File: config.mk
export PLATFORM = sky130hd
export DESIGN_NAME = piano_tone_driver
export DESIGN_NICKNAME = d
export VERILOG_FILES = /design/src/rtl/piano_pkg.sv /design/src/rtl/tone_divider.sv /design/src/rtl/piano_tone_driver.sv
export SDC_FILE = /design/constraint.sdc
export NUM_CORES = 1
export LEC_CHECK = 0
export BUFFER_PORTS_ARGS = -buffer_cell sky130_fd_sc_hd__buf_4
export CORE_AREA = 5 5 91 93
export DETAILED_ROUTE_END_ITERATION = 12
export DIE_AREA = 0 0 96 98
export SLEW_MARGIN = 40
export SYNTH_ARGS = -nofsm -noshare
export SYNTH_HDL_FRONTEND = slang
export SYNTH_SLANG_ARGS = --single-unit
File: constraint.sdc
create_clock -name clk -period 3.25 [get_ports clk]
set_input_delay 0.65 -clock clk [delete_from_list [all_inputs] [get_ports clk]]
set_output_delay 0.65 -clock clk [all_outputs]
set_load 0.1 [all_outputs]
File: src/rtl/piano_pkg.sv
// rtl/piano_pkg.sv - shared state enum, key count, pitch table and key priority helper
package piano_pkg;

  typedef enum logic [1:0] {IDLE, GAP, PLAY, SUSTAIN} state_e;

  localparam int NUM_KEYS = 8;

  // Half-period in 50 MHz cycles, C4 through C5
  localparam int unsigned HALF_PERIOD [NUM_KEYS] = '{
    95556, 85131, 75843, 71586, 63776, 56818, 50619, 47778
  };

  function automatic logic [2:0] lowest_set(input logic [NUM_KEYS-1:0] v);
    lowest_set = '0;
    for (int i = NUM_KEYS - 1; i >= 0; i--) begin
      if (v[i]) lowest_set = 3'(i);
    end
  endfunction

endpackage

File: src/rtl/tone_divider.sv
// rtl/tone_divider.sv - half-period counter and toggle flip-flop producing the square wave
module tone_divider #(
  parameter int W = 17
) (
  input  logic         clk,
  input  logic         rst_n,
  input  logic         enable,
  input  logic         restart,
  input  logic [W-1:0] half_period,
  output logic         wave
);

  logic [W-1:0] cnt;

  // Restart always begins on the high phase; disabled means silent and cleared.
  always_ff @(posedge clk or negedge rst_n) begin
    if (!rst_n) begin
      cnt  <= '0;
      wave <= 1'b0;
    end else if (restart) begin
      cnt  <= '0;
      wave <= 1'b1;
    end else if (enable) begin
      if (cnt == half_period - 1'b1) begin
        cnt  <= '0;
        wave <= ~wave;
      end else begin
        cnt <= cnt + 1'b1;
      end
    end else begin
      cnt  <= '0;
      wave <= 1'b0;
    end
  end

endmodule

File: src/rtl/piano_tone_driver.sv
// rtl/piano_tone_driver.sv - held-key tracking, note priority FSM and speaker drive; PIANO_TONE_SUSTAIN_EN adds a release tail
module piano_tone_driver #(
  parameter int NUM_KEYS       = 8,
  parameter int DIV_WIDTH      = 17,
  parameter int GAP_CYCLES     = 1000,
  parameter int SUSTAIN_CYCLES = 25_000_000
) (
  input  logic                clk,
  input  logic                rst_n,
  input  logic [NUM_KEYS-1:0] key_press,
  input  logic [NUM_KEYS-1:0] key_release,
  output logic                speaker,
  output logic                active,
  output logic [2:0]          note
);
  import piano_pkg::*;

  state_e              state, nxt_state;
  logic [NUM_KEYS-1:0] held, held_nxt;
  logic [2:0]          nxt_note;
  logic [DIV_WIDTH-1:0] gap_cnt;
  logic                gap_start, gap_done, tone_restart, tone_enable;

`ifdef PIANO_TONE_SUSTAIN_EN
  localparam int SUS_W = $clog2(SUSTAIN_CYCLES + 1);
  logic [SUS_W-1:0] sus_cnt;
  logic             sus_done;
  assign sus_done = (sus_cnt == SUS_W'(SUSTAIN_CYCLES - 1));
`else
  logic unused_sustain;
  assign unused_sustain = ^SUSTAIN_CYCLES;
`endif

  assign gap_done = (gap_cnt == DIV_WIDTH'(GAP_CYCLES - 1));

  // Presses always win; a release only matters when it drops the sounding note.
  always_comb begin
    held_nxt  = (held | key_press) & ~key_release;
    nxt_state = state;
    nxt_note  = note;
    gap_start = 1'b0;
    if (|key_press) begin
      gap_start = 1'b1;
      nxt_note  = lowest_set(key_press);
    end else begin
      case (state)
        GAP, PLAY: begin
          if (key_release[note]) begin
            if (|held_nxt) begin
              gap_start = 1'b1;
              nxt_note  = lowest_set(held_nxt);
            end else begin
`ifdef PIANO_TONE_SUSTAIN_EN
              nxt_state = (state == PLAY) ? SUSTAIN : IDLE;
`else
              nxt_state = IDLE;
`endif
            end
          end else if (state == GAP && gap_done) begin
            nxt_state = PLAY;
          end
        end
        SUSTAIN: begin
`ifdef PIANO_TONE_SUSTAIN_EN
          if (sus_done) nxt_state = IDLE;
`else
          nxt_state = IDLE;
`endif
        end
        default: ;
      endcase
    end
    if (gap_start) nxt_state = GAP;
  end

  assign tone_restart = (state == GAP) && (nxt_state == PLAY);
  assign tone_enable  = (nxt_state == PLAY) || (nxt_state == SUSTAIN);

  always_ff @(posedge clk or negedge rst_n) begin
    if (!rst_n) begin
      state   <= IDLE;
      note    <= '0;
      held    <= '0;
      active  <= 1'b0;
      gap_cnt <= '0;
`ifdef PIANO_TONE_SUSTAIN_EN
      sus_cnt <= '0;
`endif
    end else begin
      state   <= nxt_state;
      note    <= nxt_note;
      held    <= held_nxt;
      active  <= (nxt_state != IDLE);
      gap_cnt <= (state == GAP && !gap_start) ? gap_cnt + 1'b1 : '0;
`ifdef PIANO_TONE_SUSTAIN_EN
      sus_cnt <= (state == SUSTAIN) ? sus_cnt + 1'b1 : '0;
`endif
    end
  end

  tone_divider #(.W(DIV_WIDTH)) u_div (
    .clk        (clk),
    .rst_n      (rst_n),
    .enable     (tone_enable),
    .restart    (tone_restart),
    .half_period(DIV_WIDTH'(HALF_PERIOD[note])),
    .wave       (speaker)
  );

endmodule

Yosys cells after proc, flatten, opt, wreduce, memory -nomap -nowiden
Memory sizes are Yosys's and may differ from the RTL's.
Index checks and enable logic that the tools add are counted.
{"block": "totals", "regBits": 49, "mem_bits_ro": 256, "input_bits": 18, "output_inout_bits": 5, "word_cells": 80, "n_memories": 1}
{"memory": "(name not given)", "words": 8, "word_bits": 32, "rd": 1, "rd_ports_with_merged_regs": 0, "wr": 0, "line_no": "piano_tone_driver.sv:106", "text": ".half_period(DIV_WIDTH'(HALF_PERIOD[note])),"}
{"block": "op_classes", "add_sub_neg": 3, "n_lt_le_gt_ge": 2, "eq_ne": 8, "muxes": 41, "n_bitwise": 5, "n_reduce_logical": 13}
{"cell": "$mux W17", "count": 6}
{"cell": "$mux W3", "count": 20}
{"cell": "$add A17 B1 Y17 const B", "count": 2}
{"cell": "$eq A17 B10 Y1 const B", "count": 1}
{"cell": "$eq A17 B17 Y1", "count": 1}
{"cell": "$sub A17 B1 Y17 const B", "count": 1}
{"cell": "$reduce_or A8 Y1", "count": 2}
{"cell": "$mux W2", "count": 5}
{"cell": "$and A8 B8 Y8", "count": 1}
{"cell": "$eq A2 B2 Y1 const B", "count": 4}
{"cell": "$mux W1", "count": 8}
{"cell": "$not A8 Y8", "count": 1}
{"cell": "$or A8 B8 Y8", "count": 1}
{"cell": "$reduce_bool A2 Y1", "count": 4}
{"cell": "$ge A4 B4 Y1 const B", "count": 1}
{"cell": "$lt A3 B4 Y1 const B", "count": 1}
{"cell": "$not A3 Y4", "count": 1}
{"cell": "$pmux W2 S2", "count": 1}
{"cell": "$bmux W1 S3", "count": 1}
{"cell": "$logic_and A1 B1 Y1", "count": 3}
{"cell": "$ne A3 B2 Y1 const B", "count": 1}
{"cell": "$reduce_and A3 Y1", "count": 1}
{"cell": "$eq A2 B1 Y1 const B", "count": 1}
{"cell": "$reduce_or A2 Y1", "count": 1}
{"cell": "3 further kinds", "count": 3}

Depth between registers and ports, before layout
{"block": "logic_depth", "ltp_word": 14, "depth_mapped": 13, "depth_no_buf": 10}

Hierarchy
From an unflattened synthesis, not the netlist that was laid out.
{"block": "unflattened", "cells_unflattened": 398, "hier_area_um2": 3606.0}
{"mod": "piano_tone_driver", "instances": 1, "cells_per_inst": 194, "area_each_um2": 1903.1, "seq_area_each_um2": 775.7}
{"mod": "tone_divider", "instances": 1, "cells_per_inst": 204, "area_each_um2": 1702.9, "seq_area_each_um2": 450.4}

Least setup slack after synthesis
No wires, ideal clock.
{"block": "synth_path", "path_type": "register to register", "startpoint": "reg note[1]", "endpoint": "reg u_div.cnt[5]", "setup_ns": 0.129, "t_arrival_ns": 3.743, "required_ns": 3.121, "slack_ns": -0.622, "stages_incl_launch_ff": 13, "path_buffers": 2, "synth_period_minus_slack_ns": 3.872, "path_cell_list": "dfrtp_1 > inv_1 > ha_1 > clkbuf_1 > mux2i_1 > ha_1 > xnor2_1 > xnor2_1 > nor4_1 > nand2_1 > a2111oi_4 > buf_2 > nor3_1"}
{"block": "synth_via", "elab_chain_len": 10, "elab_cells_between_ends": 22, "classes_between": "add/sub: 1; eq/ne: 3; mux: 14; bitwise: 1; reduce/logical: 2; memory: 1"}
{"element": "start, declared", "line_no": "piano_tone_driver.sv:14", "text": "output logic [2:0] note"}
{"element": "start signal, assigned", "line_no": "piano_tone_driver.sv:91", "text": "note <= nxt_note;"}
{"element": "parallel branches: the longest is 9 deep, another holds $mem_v2 Z8 W32"}
{"element": "$mux W17 *", "line_no": "tone_divider.sv:20", "text": "end else if (restart) begin"}
{"element": "end signal, assigned", "line_no": "tone_divider.sv:28", "text": "cnt <= cnt + 1'b1;"}
{"element": "end, declared", "line_no": "tone_divider.sv:13", "text": "logic [W-1:0] cnt;"}
Mark *: on every way between the ends. The select of a mux whose other input is x is not followed.
A chain may end at the register's enable or synchronous reset.

Final worst setup path
{"block": "layout_path", "startpoint": "reg note[0]", "endpoint": "reg u_div.cnt[16]"}
The elaborated chain is that of the path after synthesis.

==> results by group <==
Clock network
  – CTS tree: built
  – Hold buffers post-CTS: 0
  – Worst-path clk slew: roughly 0.1 ns
  – Cts bufs inserted: 5
  – H-tree Lvls: 2
  – Worst-case clock buffer depth: 2
  – Worst skew pair latency: around 0.31 ns
  – Count of cells resized by post-cts repair: 0
  – Clk root buf: clkbuf_8
  – Setup bufs post-CTS: 0
  – Num Clock Sinks: 49

Routing
  – Drt first pass iters: 4
  – Routed wire length: ~6.9 mm
  – DRC violations left: 0
  – Number of vias per cell: ~5.4
  – Via count: between 2000 and 2500
  – Antenna-violating nets left: 0
  – Initial drt markers: about 100
  – DR WL/cell: approximately 15 um

Power
  – VDD IR max: between 0.15 and 0.2 mV
  – Power density over the cells: 350 nW/um2
  – Switching Share: a little over a quarter
  – Int Pwr: roughly 920 uW
  – Gate power share: 14.6%
  – Clock power frac: between 30% and 40%
  – Sw Pwr: ~340 uW
  – Sequential share of power: between 40% and 50%
  – Leak: 1.53 nW

Timing
  – Max Freq: roughly 330 MHz
  – Worst hold margin: between 0.3 and 0.4 ns
  – Final Max Slew Viols: 0
  – Clk_skew: between 0.01 and 0.015 ns
  – Fin crit period: ~3 ns
  – Max_slew headroom: about three fifths
  – RSZ-0062 raised after global routing: false
  – Final Cycle Share: 92.5%
  – Hold Vio Cnt, Final: 0
  – Final setup viols: 0
  – Worst Tran Pin Value: roughly 0.62 ns
  – Setup TNS: 0 ns

Place
  – Routability cong.: 0.809
  – Instance area at placement: approximately 3500 um2
  – DP Cell Count: around 450
  – Final HPWL DP: between 5 and 6 mm
  – Port buffer count: 22

Global routing
  – Met1 GRT Util: around 22%
  – Global-route wire length before repair: 11.8 mm
  – Largest net degree at the start of global routing: 50
  – Initial antenna violation count: 0
  – Met3 global-route usage: just under 3%
  – Vias in the first global route: 2468
  – Total grt overflow: 0
  – GR Util met2: between 20% and 30%
  – GR Util All Layers: roughly 16%
  – Busiest grt layer: met2

Critical path
  – Crit Path Max Fanout: 14
  – Reg2reg end: u_div.cnt[16]$_DFF_PN0_
  – Setup CP Type: reg2reg
  – Worst Reg-to-Reg Cells: 11
  – Crit path DAT: between 3 and 4 ns
  – Critical path required time: 3.43 ns
  – RR Startpoint: note[0]$_DFFE_PN0P_
  – Crit path capture type: flip-flop
  – Kind of start point of the critical path: flip-flop
  – Reg2Reg Setup Slack: about 0.25 ns

Finish
  – Final net count: between 300 and 400
  – Final Core Density: 48.4%
  – Design Area, Final: 3600 um2
  – Multi-input gate area: about 1800 um2
  – Non-Filler Instances: 456
  – Ratio of cells with drive above 1 in the final layout: between 10% and 20%
  – Layout overhead on the synthesized area: 12.7%
  – Reg area: around 1200 um2
  – # diodes: 0
  – # fillers: between 700 and 800

Run
  – Max_cap viols: 0

Floorplan
  – Chip width: between 90 and 100 um
  – Die area: approximately 9400 um2
  – Row cnt: 32
  – Core area: about 7400 um2
  – Die H: 98 um
  – Initial Utilization: 42.9%
  – Ports: 23

Yosys
  – Netlist cell types: 62
  – Synth Instances: 328
  – Average size of a mapped cell: 9.75 um2
  – Synth Cell Area: around 3200 um2
  – Async set or reset register ratio after synthesis: 100%
  – Syn Nets: roughly 360
  – Seq/Total Area, Yosys: 38.4%
  – Leading register cell type out of synthesis: dfrtp_1
  – Post-synthesis register bit count: about 50
  – Post-synth EDFFs: 0
  – Warnings, synthesis: 0

Worst hold path
  – Hold Crit Class: in2async

Outcome
  – Status: completed
## cell type report
class	count	share of cell area, %
Clock inverter	3	1.29
Inverter	16	1.67
Sequential cell	49	34.2
Multi-Input combinational cell	252	51.3
Clock buffer	5	1.91
Timing Repair Buffer	29	6.04
Tap cell	102	3.54
## flip-flops by register name, summed over array words and instances, names as in the netlist
| name | count |
|---|---|
| active | 1 |
| held | 8 |
| u_div.cnt | 17 |
| gap_cnt | 17 |
| u_div.wave | 1 |
| note | 3 |
| state | 2 |
## through the flow
step                power [mW]  setup WS (ns)
finish                    1.26          0.245
global route              1.33         0.0191
CTS                       1.28          0.248
detailed placement       0.825          0.262
global placement         0.822          0.357
floorplan                0.763         0.0307
## critical path, cell delays in order (launching register included)
cell	delay [ns]
dfrtp_4	0.53
inv_1	0.12
ha_1	0.43
mux2i_1	0.27
ha_1	0.24
xnor2_1	0.14
xnor2_1	0.12
nor4_1	0.24
nand2_1	0.13
a2111oi_4	0.29
buf_4	0.29
nor3_1	0.08
## synth_stat cells, types with 7 or more instances
| master | number | area, um2 |
|---|---|---|
| xnor2_1 | 15 | 131 |
| nand3_1 | 18 | 90.1 |
| nor2_1 | 35 | 131 |
| a21oi_1 | 12 | 60.1 |
| nor4_1 | 7 | 43.8 |
| nor3_2 | 9 | 90.1 |
| ha_1 | 12 | 150 |
| dfrtp_1 | 49 | 1230 |
| inv_1 | 15 | 56.3 |
| and3_1 | 7 | 43.8 |
| nand2_1 | 17 | 63.8 |
| xor2_1 | 28 | 245 |
| nor3_1 | 13 | 65.1 |
## placed cells by master, fill, tap and decap left out, types with 9 or more instances in the layout
cell type   n
nor2_1     35
inv_1      15
xnor2_1    15
buf_4      29
nand3_1    18
nor3_2      9
a21oi_1    12
dfrtp_1    47
ha_1       12
xor2_1     28
nor3_1     13
nand2_1    17
## how the worst max path moves through the flow
stage,start,to,slack [ns],depth (start not counted)
after floorplan,note[0]$_DFFE_PN0P_,u_div.cnt[5]$_DFF_PN0_,0.03,13
after global placement,note[0]$_DFFE_PN0P_,u_div.cnt[15]$_DFF_PN0_,0.36,11
after detailed placement,note[0]$_DFFE_PN0P_,u_div.cnt[16]$_DFF_PN0_,0.26,11
after CTS,note[0]$_DFFE_PN0P_,u_div.cnt[16]$_DFF_PN0_,0.25,11
after global routing,note[1]$_DFFE_PN0P_,u_div.cnt[16]$_DFF_PN0_,0.02,11
final,note[0]$_DFFE_PN0P_,u_div.cnt[16]$_DFF_PN0_,0.25,11
## logic make-up after synthesis
logic type,synth area share [%]
and+or+nand+nor,24.9
DFF,38.4
adders and majority gates,4.70
xor gates and xnor gates,12.5
AOI/OAI and AO/OA,12.6
buffers and inverters,3.84
muxes,3.13
## layer usage
layer / share of wire (%) / wire [um]
met1: 48 / 3320
met5: 0 / 0
met2: 47 / 3260
met3: 3.0 / 208
met4: 1.5 / 104
## power by group through the flow
stage                     Sequential, mW  Clock [mW]  Combinational [mW]
after floorplan                    0.650           0               0.113
after CTS                          0.628       0.468               0.186
after detailed placement           0.640           0               0.185
after global routing               0.630       0.496               0.203
after global placement             0.639           0               0.182
final                              0.628       0.447               0.184
No activity file was read; power rests on OpenSTA's default activity.
